--- src/rtl/fsic_wb_pkg.sv ---
// Shared types and constants for the FSIC Wishbone request arbiter slice.
package fsic_wb_pkg;

  typedef enum logic [1:0] {
    IDLE = 2'd0,
    BUS  = 2'd1,
    DONE = 2'd2
  } wb_state_t;

  localparam int NUM_REQ = 2;
  localparam int GNT_W   = 1;
  localparam int SEL_W   = 4;

  localparam logic [31:0] FSIC_AA_BASE   = 32'h3000_0000;
  localparam logic [31:0] FSIC_MBOX_BASE = 32'h3000_2000;
  localparam logic [31:0] FSIC_IS_BASE   = 32'h3000_3000;

  function automatic logic [NUM_REQ-1:0] req_onehot(input logic [GNT_W-1:0] idx);
    return NUM_REQ'(1) << idx;
  endfunction

endpackage

--- src/rtl/wb_req_arbiter_rr_pick.sv ---
// Two-way round-robin pick: a lone request wins outright, a tie goes to the
// requester that was not granted last.
module wb_rr_pick
  import fsic_wb_pkg::*;
(
  input  logic [NUM_REQ-1:0] i_req,
  input  logic [GNT_W-1:0]   i_last,
  output logic [GNT_W-1:0]   o_grant,
  output logic               o_valid
);

  always_comb begin
    o_valid = |i_req;
    o_grant = '0;
    if (&i_req) begin
      o_grant = ~i_last;
    end else if (i_req[1]) begin
      o_grant = GNT_W'(1);
    end
  end

endmodule

--- src/rtl/wb_req_arbiter.sv ---
// Arbitrates two request ports onto one Wishbone master bus, one cycle at a time.
// Optional ack-wait timeout is enabled by defining WB_ACK_TIMEOUT_EN.
module wb_req_arbiter
  import fsic_wb_pkg::*;
#(
  parameter int pADDR_W  = 32,
  parameter int pDATA_W  = 32,
  parameter int pTIMEOUT = 255
) (
  input  logic                       wb_clk,
  input  logic                       wb_rst,
  input  logic [NUM_REQ-1:0]         req,
  input  logic [NUM_REQ*pADDR_W-1:0] req_adr,
  input  logic [NUM_REQ*pDATA_W-1:0] req_wdata,
  input  logic [NUM_REQ*SEL_W-1:0]   req_sel,
  input  logic [NUM_REQ-1:0]         req_we,
  output logic [NUM_REQ-1:0]         done,
  output logic [NUM_REQ-1:0]         err,
  output logic [pDATA_W-1:0]         rdata,
  output logic [pADDR_W-1:0]         wbs_adr,
  output logic [pDATA_W-1:0]         wbs_wdata,
  output logic [SEL_W-1:0]           wbs_sel,
  output logic                       wbs_cyc,
  output logic                       wbs_stb,
  output logic                       wbs_we,
  input  logic                       wbs_ack,
  input  logic [pDATA_W-1:0]         wbs_rdata
);

  if (pTIMEOUT < 1 || pTIMEOUT > 65535) begin : g_ptimeout_range
    $error("wb_req_arbiter: pTIMEOUT must be within 1..65535");
  end

  wb_state_t           r_state;
  logic [GNT_W-1:0]    r_last;
  logic [GNT_W-1:0]    r_grant;
  logic [NUM_REQ-1:0]  r_done;
  logic [pDATA_W-1:0]  r_rdata;
  logic [pADDR_W-1:0]  r_adr;
  logic [pDATA_W-1:0]  r_wdata;
  logic [SEL_W-1:0]    r_sel;
  logic                r_cyc;
  logic                r_stb;
  logic                r_we;
  logic [GNT_W-1:0]    w_grant;
  logic                w_valid;

`ifdef WB_ACK_TIMEOUT_EN
  localparam logic [15:0] TMO_LIMIT = 16'(pTIMEOUT - 1);
  logic [15:0]         r_cnt;
  logic [NUM_REQ-1:0]  r_err;
`endif

  wb_rr_pick u_pick (
    .i_req   (req),
    .i_last  (r_last),
    .o_grant (w_grant),
    .o_valid (w_valid)
  );

  always_ff @(posedge wb_clk or negedge wb_rst) begin
    if (!wb_rst) begin
      r_state <= IDLE;
      r_last  <= GNT_W'(1);
      r_grant <= '0;
      r_done  <= '0;
      r_rdata <= '0;
      r_adr   <= '0;
      r_wdata <= '0;
      r_sel   <= '0;
      r_cyc   <= 1'b0;
      r_stb   <= 1'b0;
      r_we    <= 1'b0;
`ifdef WB_ACK_TIMEOUT_EN
      r_cnt   <= '0;
      r_err   <= '0;
`endif
    end else begin
      r_done <= '0;
`ifdef WB_ACK_TIMEOUT_EN
      r_err  <= '0;
`endif
      case (r_state)
        IDLE: begin
          if (w_valid) begin
            r_grant <= w_grant;
            r_last  <= w_grant;
            r_adr   <= req_adr[int'(w_grant)*pADDR_W +: pADDR_W];
            r_wdata <= req_wdata[int'(w_grant)*pDATA_W +: pDATA_W];
            r_sel   <= req_sel[int'(w_grant)*SEL_W +: SEL_W];
            r_we    <= req_we[w_grant];
            r_cyc   <= 1'b1;
            r_stb   <= 1'b1;
`ifdef WB_ACK_TIMEOUT_EN
            r_cnt   <= '0;
`endif
            r_state <= BUS;
          end
        end
        BUS: begin
          // The requester's own req is not consulted here: a started cycle always completes.
          if (wbs_ack) begin
            r_cyc   <= 1'b0;
            r_stb   <= 1'b0;
            r_we    <= 1'b0;
            r_adr   <= '0;
            r_wdata <= '0;
            r_sel   <= '0;
            r_rdata <= wbs_rdata;
            r_done  <= req_onehot(r_grant);
            r_state <= DONE;
          end
`ifdef WB_ACK_TIMEOUT_EN
          else if (r_cnt == TMO_LIMIT) begin
            r_cyc   <= 1'b0;
            r_stb   <= 1'b0;
            r_we    <= 1'b0;
            r_adr   <= '0;
            r_wdata <= '0;
            r_sel   <= '0;
            r_rdata <= '0;
            r_done  <= req_onehot(r_grant);
            r_err   <= req_onehot(r_grant);
            r_state <= DONE;
          end else begin
            r_cnt <= r_cnt + 16'd1;
          end
`endif
        end
        DONE: begin
          r_state <= IDLE;
        end
        default: begin
          r_state <= IDLE;
        end
      endcase
    end
  end

  assign done      = r_done;
  assign rdata     = r_rdata;
  assign wbs_adr   = r_adr;
  assign wbs_wdata = r_wdata;
  assign wbs_sel   = r_sel;
  assign wbs_cyc   = r_cyc;
  assign wbs_stb   = r_stb;
  assign wbs_we    = r_we;

`ifdef WB_ACK_TIMEOUT_EN
  assign err = r_err;
`else
  assign err = '0;
`endif

endmodule

--- config.mk ---
export PLATFORM = sky130hd
export DESIGN_NAME = wb_req_arbiter
export DESIGN_NICKNAME = d
export VERILOG_FILES = /design/src/rtl/fsic_wb_pkg.sv /design/src/rtl/wb_req_arbiter_rr_pick.sv /design/src/rtl/wb_req_arbiter.sv
export SDC_FILE = /design/constraint.sdc
export NUM_CORES = 1
export LEC_CHECK = 0
export CORE_UTILIZATION = 37
export CTS_CLUSTER_DIAMETER = 40
export DETAILED_ROUTE_END_ITERATION = 7
export PLACE_DENSITY = 0.89
export SLEW_MARGIN = 10
export SYNTH_ARGS = -nofsm -noshare
export SYNTH_HDL_FRONTEND = slang
export SYNTH_SLANG_ARGS = --single-unit
--- constraint.sdc ---
create_clock -name wb_clk -period 1.8 [get_ports wb_clk]
set_clock_uncertainty 0.1 [all_clocks]
set_input_delay 0.45 -clock wb_clk [delete_from_list [all_inputs] [get_ports wb_clk]]
set_output_delay 0.45 -clock wb_clk [all_outputs]
set_load 0.05 [all_outputs]
# Yosys cells after proc, flatten, opt, wreduce, memory -nomap -nowiden
# Index checks and enable logic that the tools add are counted.
[word_totals] reg_bits=108 wordCells=49
[classes] magnitude_cmp=1 n_eq_ne=3 shift=4 mux=22 bitwise=1 reduce_logical=8
[ops] cell="32-bit case mux with 2 select lines" n=2
[ops] cell="64-bit by 7-bit variable part select with 32-bit output" n=2
[ops] cell="32-bit 2-to-1 mux" n=3
[ops] cell="2-bit 2-to-1 mux" n=4
[ops] cell="4-bit 2-to-1 mux" n=2
[ops] cell="4-bit case mux with 2 select lines" n=1
[ops] cell="2-bit AND reduction" n=4
[ops] cell="8-bit by 4-bit variable part select with 4-bit output" n=1
[ops] cell="1-bit 2-to-1 mux" n=7
[ops] cell="1-bit case mux with 2 select lines" n=2
[ops] cell="2-bit case mux with 2 select lines" n=1
[ops] cell="3-bit AND reduction" n=1
[ops] cell="2-bit by 1-bit == test with 1-bit output, second input constant" n=1
[ops] cell="2-bit logical NOT" n=1
[ops] cell="1-bit by 2-bit < comparator with 1-bit output, second input constant" n=1
[ops] cell="2-bit by 1-bit inequality test with 1-bit output, second input constant" n=1
[ops] cell="2-bit inequality test, second input constant" n=1
[ops] cell="2-bit nonzero test" n=1
[ops] cell="2-bit OR reduction" n=1
[ops] cell="1-bit by 1-bit << shifter with 2-bit output, first input constant" n=1
[ops] cell="1-bit inverter" n=1

# Logic depth before layout (Yosys ltp)
[depth] ltp_word=6 ltp_mapped=6

# Hierarchy
# A second synthesis with hierarchy kept.
[hier_totals] hier_cells=328 area_unflattened_um2=4667.0
[by_module_without_submodules] mod="wb_req_arbiter" n_inst=1 cells_per_inst=326 area_each_um2=4653.2 seq_area_each_um2=2703.8
[by_module_without_submodules] mod="wb_rr_pick" n_inst=1 cells_per_inst=2 area_each_um2=13.8 seq_area_each_um2=0.0

# Worst setup path after synthesis
# OpenSTA, ideal clock, no wires.
[synth_timing] path_type="input port to flip-flop" start="input port wbs_ack" end="register r_rdata[10] (netlist: rdata[10])" setup_ns=0.125 arrival_time_ns=1.244 required_ns=1.575 slack_ns=0.331 path_stages=3 path_buffers=1 cell_sequence="nand3b_1 -> buf_2 -> mux2_2"
[synth_via] elab_chain_len=1
[synth_lines] item="start, declared" line="wb_req_arbiter.sv:26" source="input logic wbs_ack,"
[synth_lines] item="2-bit AND reduction (no source line)"
[synth_lines] item="end signal, assigned" line="wb_req_arbiter.sv:109" source="r_rdata <= wbs_rdata;"
[synth_lines] item="end, declared" line="wb_req_arbiter.sv:38" source="logic [pDATA_W-1:0] r_rdata;"
# No other way between the ends.
# A chain may end at the register's enable or synchronous reset.

# Final worst setup path
[layout_timing] start="input port req[0]" end="register r_wdata[16] (netlist: wbs_wdata[16])"
[layout_via] elab_chain_len=5 word_cells_on_any_way=8 cone_classes="1 x eq/ne; 1 x shift; 3 x mux; 3 x reduce/logical"
[layout_lines] item="start, declared" line="wb_req_arbiter.sv:12" source="input logic [NUM_REQ-1:0] req,"
[layout_lines] item="2-bit AND reduction" line="wb_req_arbiter_rr_pick.sv:15" source="if (&i_req) begin"
[layout_lines] item="1-bit 2-to-1 mux" line="wb_req_arbiter_rr_pick.sv:15"
[layout_lines] item="64-bit by 7-bit variable part select with 32-bit output" line="wb_req_arbiter.sv:89" source="r_wdata <= req_wdata[int'(w_grant)*pDATA_W +: pDATA_W];"
[layout_lines] item="32-bit 2-to-1 mux" line="wb_req_arbiter.sv:85" source="if (w_valid) begin"
[layout_lines] item="32-bit case mux with 2 select lines" line="wb_req_arbiter.sv:83" source="case (r_state)"
[layout_lines] item="end signal, assigned" line="wb_req_arbiter.sv:89"
[layout_lines] item="end, declared" line="wb_req_arbiter.sv:40" source="logic [pDATA_W-1:0] r_wdata;"
# Several ways; a longest one is shown, not always the timed one. The select of a mux whose other input is x is not followed.

==> out/qor.csv <==
metric,value,unit
Critical R2R Capture,wbs_wdata[16]$_DFFE_PN0P_,
first-pass GRT wire length,21530,microns
sequential element share of the synthesized area,58.41,%
"count leader, synth",dfrtp_1,
CTS tree,done,
"top cells by count, synth","107 x dfrtp_1, 69 x mux2i_1, 69 x o2bb2ai_1",
CP required,1.93,ns
post-CTS setup buffers,0,
Synth Cell Area,4629,sq um
vias in the first global route,4078,
Top Ports,282,
Worst-Skew Late Latency,0.35,ns
worst-path fanout max,6,
outcome,finished clean,
cell breakdown of the critical path,"dlygate4sd2_1, a21boi_4, clkbuf_16, buf_4, mux2i_1, o2bb2ai_1",
DIE AREA,12960,sq um
CP endpoint kind,register,
routability-driven placement congestion ratio,0.7650,
Hold Startpoint,r_grant$_DFFE_PN0P_,
Initial Util,38.22,%
fraction of layout instances using a drive strength above 1,30.55,%
Worst setup startpoint,req[0],
WL/cell,18.26,microns
Tmin final,1.640,ns
Hold WC Path Type,register to register,
CP Depth,6,
Site Rows,40,
Area contributors post-synth,"dfrtp_1 58%, mux2i_1 15%, o2bb2ai_1 13%",
RSZ-0062 raised after global routing,no,
Via density,4.972,
final worst slack,0.1598,ns
final hold vios,0,
DP Wirelength,10530,microns
CP max stage delay,0.32,ns
Yosys top cell by area,dfrtp_1,
critical setup path kind,input pin to register,
FF-to-FF Start,r_last$_DFFE_PN1P_,
share of the synthesized area in the top cell type,57.84,%
Inst Count DP,770,
DRC violation count after routing,0,
arrival time worst endpoint,1.77,ns
Total GRT Usage,21.88,%
largest net degree at the start of global routing,58,
Core Area,12110,sq um
total iterations of the first detailed-routing run,4,
worst hold path depth,1,
Startpoint Class,input pin,
diode count,0,
Pleak,3.697,nW
slowest cell on the critical path,a21boi_4,
vias,3928,
DP Area,7943,sq um
1st-iter DRT viols,142,
Num CTS Buffers,9,
Main synth FF type,dfrtp_1,
Die Wd,113.9,microns
area grow syn2layout,81.03,%
Layout Cells excl Fill,790,
fin crit share,91.12,%
FF-to-FF path depth,5,
Routed Antenna Nets,0,
pre-CTS setup slack,-0.4060,ns
maximum vdd drop,0.001453,V
root buf cell,clkbuf_16,
number of synthesized flops with an enable pin,0,
Synth Warn #,0,
R2R Setup Slk,0.23,ns
Netlist cell types,24,
initial antenna violation count,0,
fin area,8381,sq um
GR Overflow Total,0,
Mapped Cells,325,
CP bufs+invs,3,
MaxCap Viol Count,0,
Yosys reg bits,108,
Peak Freq,609.7,MHz
WHS Endpoint,done[0]$_DFF_PN0_,
Async SR Flop Fraction,100.0,%
number of port buffers,279,
"Reg clk slew, reported paths",0.07,ns
Die Span Y,113.9,microns
cell area power density,2030,nW/um^2
"Setup violations, final",0,
Clock Sinks,108,
CTS Buffer Depth,2,
CTS H-tree depth,3,
Syn Area/Cell,14.24,sq um
Total Routed Length,14430,microns
critical path's top delay family,buffers and inverters,
setup_tns,0,ns
Nets,792,
Final Max Slew Viols,0,
-- placed cells by master (no fill, tap or decap), drive strengths merged, types with 2 or more instances in the layout --
cell type,instances
buf,132
clkdlybuf4s50,171
nand2,2
o21ai,2
mux2i,69
nor2,2
dfrtp,107
clkinv,2
conb,2
clkbuf,12
o2bb2ai,69
bufinv,2
mux2,32
inv,4
-- worst max-delay path by stage --
stage / slack [ns] / end
final: 0.16 / wbs_wdata[16]$_DFFE_PN0P_
after global routing: 0.10 / wbs_wdata[14]$_DFFE_PN0P_
after CTS: 0.05 / wbs_adr[14]$_DFFE_PN0P_
after detailed placement: -0.41 / wbs_adr[14]$_DFFE_PN0P_
after global placement: -0.30 / wbs_adr[30]$_DFFE_PN0P_
after floorplan: 0.33 / rdata[10]$_DFFE_PN0P_
-- cell families (layout without fill, tap and decap cells) --
group | count (synthesis) | in the layout | synth area share (%)
AOI/OAI and AO/OA | 76 | 76 | 14.05
other | 1 | 2 | 0.08100
muxes | 101 | 101 | 22.70
DFF | 108 | 108 | 58.41
buffers and inverters | 31 | 327 | 3.892
and+or+nand+nor | 8 | 8 | 0.8651
-- per-layer routing --
metal  share of wire (%)  track usage, %
met2                  53           40.37
met4                 2.0           8.225
met5                   0               0
met1                  37           23.36
met3                 7.6           6.801
-- worst reg2reg max path, stage by stage, from the launching register on --
cell       delay, ns
dfstp_2         0.39
a21boi_4        0.28
clkbuf_16       0.23
buf_4           0.15
mux2i_1         0.21
o2bb2ai_1       0.09
-- report_power, final --
part	leakage [nW]	internal [mW]	switching [mW]	total (mW)
Combinational	2.20	4.10	6.16	10.3
Sequential	1.35	3.65	0.945	4.59
Clock	0.156	1.23	0.928	2.16
-- final cells by class --
cell class | instances | area [sq um]
clock buffers | 9 | 225.2
clock inverters | 7 | 98.84
fillers | 837 | 3731
inverters | 2 | 7.507
multi-input cells | 187 | 1793
flip-flops and latches | 108 | 2704
well taps | 168 | 210.2
repair buffers | 309 | 3342
-- repair_timing --
item,in CTS,in global routing
pin swaps,0,1
hold buffers,1,0
gates cloned,0,3
setup endpoints to repair,5,6
resized for setup,1,7
hold endpoints to repair,41,0
-- sequential cells by signal, indices dropped and copies added, names as in the netlist --
name and flops:
rdata 32, wbs_adr 32, wbs_wdata 32, wbs_sel 4
done 2, r_state 2, r_grant 1, r_last 1
wbs_stb 1, wbs_we 1
-- through the flow --
step	power, mW	util [%]	hold slack, ns
finish	17.02	69.19	0.3866
global route	17.65	69.19	0.4053
floorplan	10.39	-	0.05441
global placement	14.59	65.58	0.3612
CTS	17.05	68.33	0.3749
detailed placement	14.80	65.58	0.3628
Power figures use the tool's default switching activity.
